`src/rtl/vga_text_arbiter_if.sv`:
```
// CPU-side request/response bundle for the text-RAM arbiter.
// The master drives a level request held until cpu_ack; the slave answers
// with a one-cycle ack and read data valid alongside it.
interface vga_text_arbiter_if;
  logic       cpu_req;
  logic       cpu_we;
  logic [8:0] cpu_addr;
  logic [7:0] cpu_wdata;
  logic       cpu_ack;
  logic [7:0] cpu_rdata;

  modport master (output cpu_req, cpu_we, cpu_addr, cpu_wdata,
                  input  cpu_ack, cpu_rdata);
  modport slave  (input  cpu_req, cpu_we, cpu_addr, cpu_wdata,
                  output cpu_ack, cpu_rdata);
endinterface

```
`src/rtl/vga_text_arbiter.sv`:
```
// Single-port text-RAM scheduler for the 32x16-cell console.
// One display prefetch per cell (fixed x_lo slot), remaining cycles shared
// with an optional screen-clear engine and the CPU bus.
// Optional feature macro: VGA_TEXT_CLEAR_EN (hardware screen clear).
module vga_text_arbiter #(
  parameter int FETCH_X   = 8,
  parameter int H_LAST_HI = 41,
  parameter int H_LAST_LO = 15
) (
  input  logic                clk,
  input  logic                rst_n,
  input  logic [5:0]          x_hi,
  input  logic [4:0]          x_lo,
  input  logic [4:0]          y_hi,
  vga_text_arbiter_if.slave   bus,
  output logic [8:0]          ram_addr,
  output logic                ram_we,
  output logic [7:0]          ram_wdata,
  input  logic [7:0]          ram_rdata,
  output logic [7:0]          char_code,
  input  logic                clr_start,
  input  logic [7:0]          clr_fill,
  output logic                clr_busy
);

  typedef enum logic {IDLE, ACK} state_t;

  state_t     state;
  logic       rd_q;
  logic [7:0] rdata_q;
  logic [8:0] ram_addr_q;
  logic       disp_pend;
  logic [7:0] char_next;
  logic       disp_slot, col_adv, cpu_grant, clr_grant;
  logic [8:0] disp_addr;
  logic [8:0] clr_cnt;
  logic [7:0] clr_val;

  // Fixed prefetch slot per visible cell, plus the partial last column which
  // prefetches column 0 of the next line (y_hi already advanced at hsync).
  assign disp_slot = rst_n && (x_lo == 5'(FETCH_X)) && !y_hi[4] &&
                     ((x_hi < 6'd31) || (x_hi == 6'(H_LAST_HI)));
  assign disp_addr = (x_hi < 6'd31) ? {y_hi[3:0], x_hi[4:0] + 5'd1}
                                    : {y_hi[3:0], 5'd0};
  assign col_adv   = !y_hi[4] &&
                     (((x_lo == 5'd31) && (x_hi < 6'd31)) ||
                      ((x_hi == 6'(H_LAST_HI)) && (x_lo == 5'(H_LAST_LO))));

`ifdef VGA_TEXT_CLEAR_EN
  logic clr_busy_q;

  assign clr_busy  = clr_busy_q;
  assign clr_grant = rst_n && clr_busy_q && !disp_slot;

  // Clear engine: walk 0..511 on every cycle the display does not own.
  always_ff @(posedge clk) begin
    if (!rst_n) begin
      clr_busy_q <= 1'b0;
      clr_cnt    <= '0;
      clr_val    <= '0;
    end else if (clr_grant) begin
      clr_cnt <= clr_cnt + 9'd1;
      if (clr_cnt == 9'h1FF) clr_busy_q <= 1'b0;
    end else if (clr_start && !clr_busy_q) begin
      clr_busy_q <= 1'b1;
      clr_cnt    <= '0;
      clr_val    <= clr_fill;
    end
  end
`else
  logic unused_clr;

  assign unused_clr = ^{clr_start, clr_fill};
  assign clr_busy   = 1'b0;
  assign clr_grant  = 1'b0;
  assign clr_cnt    = '0;
  assign clr_val    = '0;
`endif

  // CPU only gets leftover cycles and never while a clear is in flight.
  assign cpu_grant = rst_n && (state == IDLE) && bus.cpu_req &&
                     !disp_slot && !clr_busy;

  // Port mux: display > clear > CPU; idle cycles hold the last address.
  always_comb begin
    ram_addr  = ram_addr_q;
    ram_we    = 1'b0;
    ram_wdata = 8'h00;
    if (disp_slot) begin
      ram_addr = disp_addr;
    end else if (clr_grant) begin
      ram_addr  = clr_cnt;
      ram_we    = 1'b1;
      ram_wdata = clr_val;
    end else if (cpu_grant) begin
      ram_addr  = bus.cpu_addr;
      ram_we    = bus.cpu_we;
      ram_wdata = bus.cpu_wdata;
    end
  end

  // Read data is live from the RAM during the ack cycle, held afterwards.
  assign bus.cpu_ack   = (state == ACK);
  assign bus.cpu_rdata = ((state == ACK) && rd_q) ? ram_rdata : rdata_q;

  // CPU handshake FSM: grant -> one ack cycle -> idle.
  always_ff @(posedge clk) begin
    if (!rst_n) begin
      state   <= IDLE;
      rd_q    <= 1'b0;
      rdata_q <= '0;
    end else begin
      case (state)
        IDLE: if (cpu_grant) begin
          state <= ACK;
          rd_q  <= !bus.cpu_we;
        end
        ACK: begin
          state <= IDLE;
          if (rd_q) rdata_q <= ram_rdata;
        end
        default: state <= IDLE;
      endcase
    end
  end

  // Display pipeline: prefetch -> char_next -> char_code at column boundary.
  always_ff @(posedge clk) begin
    if (!rst_n) begin
      ram_addr_q <= '0;
      disp_pend  <= 1'b0;
      char_next  <= '0;
      char_code  <= '0;
    end else begin
      ram_addr_q <= ram_addr;
      disp_pend  <= disp_slot;
      if (disp_pend) char_next <= ram_rdata;
      if (col_adv)   char_code <= char_next;
    end
  end

endmodule

```
`src/flat_wrapper.sv`:
```
// flat-port wrapper written by rule: the top's interface ports become plain ports
module vga_text_arbiter_flat 
#(
  parameter int FETCH_X   = 8,
  parameter int H_LAST_HI = 41,
  parameter int H_LAST_LO = 15
)
  (clk, rst_n, x_hi, x_lo, y_hi, ram_addr, ram_we, ram_wdata, ram_rdata, char_code, clr_start, clr_fill, clr_busy, bus_cpu_req, bus_cpu_we, bus_cpu_addr, bus_cpu_wdata, bus_cpu_ack, bus_cpu_rdata);
  vga_text_arbiter_if bus_i ();
  input  logic clk;
  input  logic rst_n;
  input  logic [5:0] x_hi;
  input  logic [4:0] x_lo;
  input  logic [4:0] y_hi;
  output logic [8:0] ram_addr;
  output logic ram_we;
  output logic [7:0] ram_wdata;
  input  logic [7:0] ram_rdata;
  output logic [7:0] char_code;
  input  logic clr_start;
  input  logic [7:0] clr_fill;
  output logic clr_busy;
  input wire logic [$bits(bus_i.cpu_req)-1:0] bus_cpu_req;
  input wire logic [$bits(bus_i.cpu_we)-1:0] bus_cpu_we;
  input wire logic [$bits(bus_i.cpu_addr)-1:0] bus_cpu_addr;
  input wire logic [$bits(bus_i.cpu_wdata)-1:0] bus_cpu_wdata;
  output wire logic [$bits(bus_i.cpu_ack)-1:0] bus_cpu_ack;
  output wire logic [$bits(bus_i.cpu_rdata)-1:0] bus_cpu_rdata;
  assign bus_i.cpu_req = bus_cpu_req;
  assign bus_i.cpu_we = bus_cpu_we;
  assign bus_i.cpu_addr = bus_cpu_addr;
  assign bus_i.cpu_wdata = bus_cpu_wdata;
  assign bus_cpu_ack = bus_i.cpu_ack;
  assign bus_cpu_rdata = bus_i.cpu_rdata;
  vga_text_arbiter #(.FETCH_X(FETCH_X), .H_LAST_HI(H_LAST_HI), .H_LAST_LO(H_LAST_LO)) u_core (.clk(clk), .rst_n(rst_n), .x_hi(x_hi), .x_lo(x_lo), .y_hi(y_hi), .bus(bus_i), .ram_addr(ram_addr), .ram_we(ram_we), .ram_wdata(ram_wdata), .ram_rdata(ram_rdata), .char_code(char_code), .clr_start(clr_start), .clr_fill(clr_fill), .clr_busy(clr_busy));
endmodule
```
`config.mk`:
```
export PLATFORM = sky130hd
export DESIGN_NAME = vga_text_arbiter_flat
export DESIGN_NICKNAME = d
export VERILOG_FILES = /design/src/rtl/vga_text_arbiter_if.sv /design/src/rtl/vga_text_arbiter.sv /design/src/flat_wrapper.sv
export SDC_FILE = /design/constraint.sdc
export NUM_CORES = 1
export LEC_CHECK = 0
export BUFFER_PORTS_ARGS = -buffer_cell sky130_fd_sc_hd__buf_4
export CAP_MARGIN = 20
export CORE_ASPECT_RATIO = 1.25
export CORE_MARGIN = 1.5
export CORE_UTILIZATION = 48
export DETAILED_ROUTE_END_ITERATION = 7
export PLACE_DENSITY = 0.84
export RECOVER_POWER = 100
export SLEW_MARGIN = 20
export SYNTH_ARGS = -nofsm -noshare
export SYNTH_HDL_FRONTEND = slang
export SYNTH_SLANG_ARGS = --single-unit
```
`constraint.sdc`:
```
create_clock -name clk -period 4.8 [get_ports clk]
set_input_delay 0.24 -clock clk [delete_from_list [all_inputs] [get_ports clk]]
set_output_delay 0.24 -clock clk [all_outputs]
set_load 0.01 [all_outputs]
```
==> flow_metrics.py <==
metrics = {
    "routing": {
        "drc": 0,
        "wl_per_cell_microns": 14.0,
        "routed-via-count": 1584,
        "wirelength_microns": 4160,
        "drtIter0Drc": 42,
        "viasPerCell": 5.35,
        "antenna_left": 0,
        "first_pass_iters": 4,
    },
    "grt": {
        "grt_pass1_wl_microns": 6690,
        "grt.total_usage_pct": 21.0,
        "grt_overflow_total": 0,
        "grt_use_met3_pct": 5.30,
        "antenna_found_initial": 0,
        "grtUsageMet1_pct": 21.0,
        "top_usage_layer": "met2",
        "grt_max_degree": 30,
        "use_met2_pct": 41.3,
        "grt_pass1_vias": 1558,
    },
    "outcome": {
        "violations": "max-capacitance violations, max-slew violations",
        "status": "finished with violations",
    },
    "critical_path": {
        "start_kind": "input port",
        "crit_path_max_incr_delay_ns": 0.78,
        "path_class": "in2out",
        "crit_chain": "clkbuf_1 -> or4b_1 -> a2111oi_4 -> nand2_1 -> inv_1 -> o21ai_0 -> buf_4",
        "arrival_ns": 2.96,
        "slowest_stage": "clkbuf_1",
        "critPathRequiredTime_ns": 4.56,
        "cp_max_fo": 29,
        "crit_path_end_kind": "output port",
    },
    "yosys": {
        "synth.net_count": 235,
        "synth_top_cell_by_area": "dfxtp_1",
        "synth.most_common_cell": "dfxtp_1",
        "synth-seq-area-share_pct": 40.8,
        "synthTopCellsByArea": "dfxtp_1 (41%), mux2i_1 (12%), mux2_2 (7.7%), nand2_1 (4.3%), and2_2 (3.4%)",
        "ys.flop_type": "dfxtp_1",
        "syn-instance-count": 179,
        "syn_area_sq_mm": 0.00177,
        "synth_top_area_share_pct": 40.8,
        "yosys_register_bits": 36,
        "async_reset_ff_share_pct": 0,
        "yosysUniqueCellTypes": 44,
        "yosys_warnings": 0,
        "syn_area_per_cell_sq_um": 9.86,
        "synth-edff-count": 0,
        "synth_commonest_cells": "dfxtp_1 (36), mux2i_1 (22), nand2_1 (20), mux2_2 (12), nor2_1 (12)",
    },
    "sta": {
        "slew_headroom_pct": -1.30,
        "final-hold-violation-count": 0,
        "slew_viol_final": 9,
        "worst_pin_slew_ns": 1.51,
        "setup_violations": 0,
        "clock_skew_ns": 0.00997,
        "fin_crit_ns": 3.20,
        "fin_crit_sh_pct": 66.8,
        "rsz0062_at_grt": "false",
        "fin_setup_tns_ns": 0,
        "max_freq_mhz": 312,
    },
    "clocking": {
        "cts_buffers": 5,
        "cts_resized": 0,
        "cts_setup_buffers": 0,
        "insertion_delay_ns": 0.29,
        "path_clk_slew_ns": 0.07,
        "cts_tree": "built",
        "cts-root-buf": "clkbuf_8",
        "postCtsHoldBufs": 0,
        "htreeDepth": 2,
        "cts.sinks": 36,
        "clockBufferDepth": 2,
    },
    "layout": {
        "regArea_sq_um": 721,
        "multiInputGateArea_sq_um": 945,
        "drive_gt1_share_pct": 27.2,
        "final_cell_area_sq_mm": 0.00228,
        "area_growth_pct": 29.4,
        "n_fill_cell": 346,
        "diodes": 0,
        "layout.nets": 312,
    },
    "placement": {
        "port_buffers": 79,
        "gp_congestion": 0.793,
        "placed_cell_area_sq_mm": 0.00236,
        "hpwl_microns": 3240,
    },
    "power": {
        "powerDensity_mw_per_mm2": 270,
        "peakVddDrop_mv": 0.217,
        "p_leak_nw": 0.945,
    },
    "die": {
        "io_pins": 90,
        "rows": 24,
        "die_w_microns": 57.2,
        "chipHeight_microns": 70.8,
        "die_area_sq_mm": 0.00405,
        "start_util_pct": 50.2,
        "core_sq_mm": 0.00351,
    },
    "hold_path": {
        "hp-class": "in2reg",
    },
    "run": {
        "maxCapViolations": 1,
    },
}
## power by group
part	leakage [nW]	internal, mW	switching (mW)
Combinational	0.610	0.0451	0.0426
Clock	0.0434	0.116	0.108
Sequential	0.291	0.304	0.00181
Total	0.945	0.466	0.152
## metrics by stage
step                setup slack, ns  power [mW]  utilization, %  hold slack [ns]  instances
CTS                            2.21       0.637            69.9            0.198        296
global placement               2.23       0.411            67.1            0.442        288
detailed placement             2.21       0.413            67.1            0.452        288
finish                         1.60       0.618            65.0            0.204        296
floorplan                      2.83       0.358               -            0.387        179
global route                   1.32       0.643            65.0            0.213        296
## layout make-up
cell class / instances / area share, %
clock buffer: 6 / 3.61
timing repair buffer: 79 / 20.2
tap: 39 / 2.14
inverter: 3 / 0.493
multi-input combinational: 131 / 41.3
clock inverter: 2 / 0.657
sequential: 36 / 31.5
## cell usage in the layout (no fill, tap or decap), types with 3 or more instances in the layout
cell type / synthesis / final
or4b_1: 1 / 3
and2_1: 8 / 7
dfxtp_1: 36 / 36
a21oi_1: 4 / 5
nand2_1: 20 / 21
nor3_1: 4 / 4
and2_2: 8 / 8
mux2_1: 0 / 4
o21ai_0: 2 / 4
mux2i_1: 22 / 22
nand2b_1: 3 / 3
nor2_1: 12 / 12
clkbuf_1: 4 / 35
buf_4: 2 / 44
nand3_1: 4 / 4
mux2_2: 12 / 8
clkbuf_8: 0 / 6
## sequential cells by signal, summed over array words and instances (netlist names)
register,cells
u_core.bus.cpu_ack,1
u_core.char_code,8
u_core.char_next,8
u_core.disp_pend,1
u_core.ram_addr_q,9
u_core.rd_q,1
u_core.rdata_q,8
## final timing paths
kind                                                       start                                to  slack, ns  depth (start not counted)
worst max-delay path                                       rst_n                       ram_addr[2]       1.60                          7
worst min-delay path                                ram_rdata[2]  u_core.char_next[2]$_SDFFE_PN0P_       0.20                          3
worst max register to register     u_core.bus.cpu_ack$_SDFF_PP0_          u_core.rd_q$_SDFFE_PN0P_       3.05                          3
worst min register to register  u_core.char_code[6]$_SDFFE_PN0P_  u_core.char_code[6]$_SDFFE_PN0P_       0.46                          2
## worst max-delay path: cells and delay by family
| family | cells | cell delay [ns] |
|---|---|---|
| AO/OA/AOI/OAI | 2 | 0.69 |
| AND/OR/NAND/NOR | 2 | 0.78 |
| buffers and inverters | 3 | 1.25 |
## logic make-up after synthesis
family / synth area share (%)
XOR/XNOR: 0.992
flip-flops: 40.8
other: 0.212
AND/OR/NAND/NOR: 21.6
multiplexers: 20.1
adder cells (fa/ha/maj): 1.42
AO/OA/AOI/OAI: 11.3
buffers and inverters: 3.47
## metal layers
metal / routed length (microns) / vias up
met3: 213 / 4
met4: 35 / 0
met2: 2330 / 46
li1: - / 781
met1: 1580 / 753
met5: 0 / -
Power figures use the tool's default switching activity.
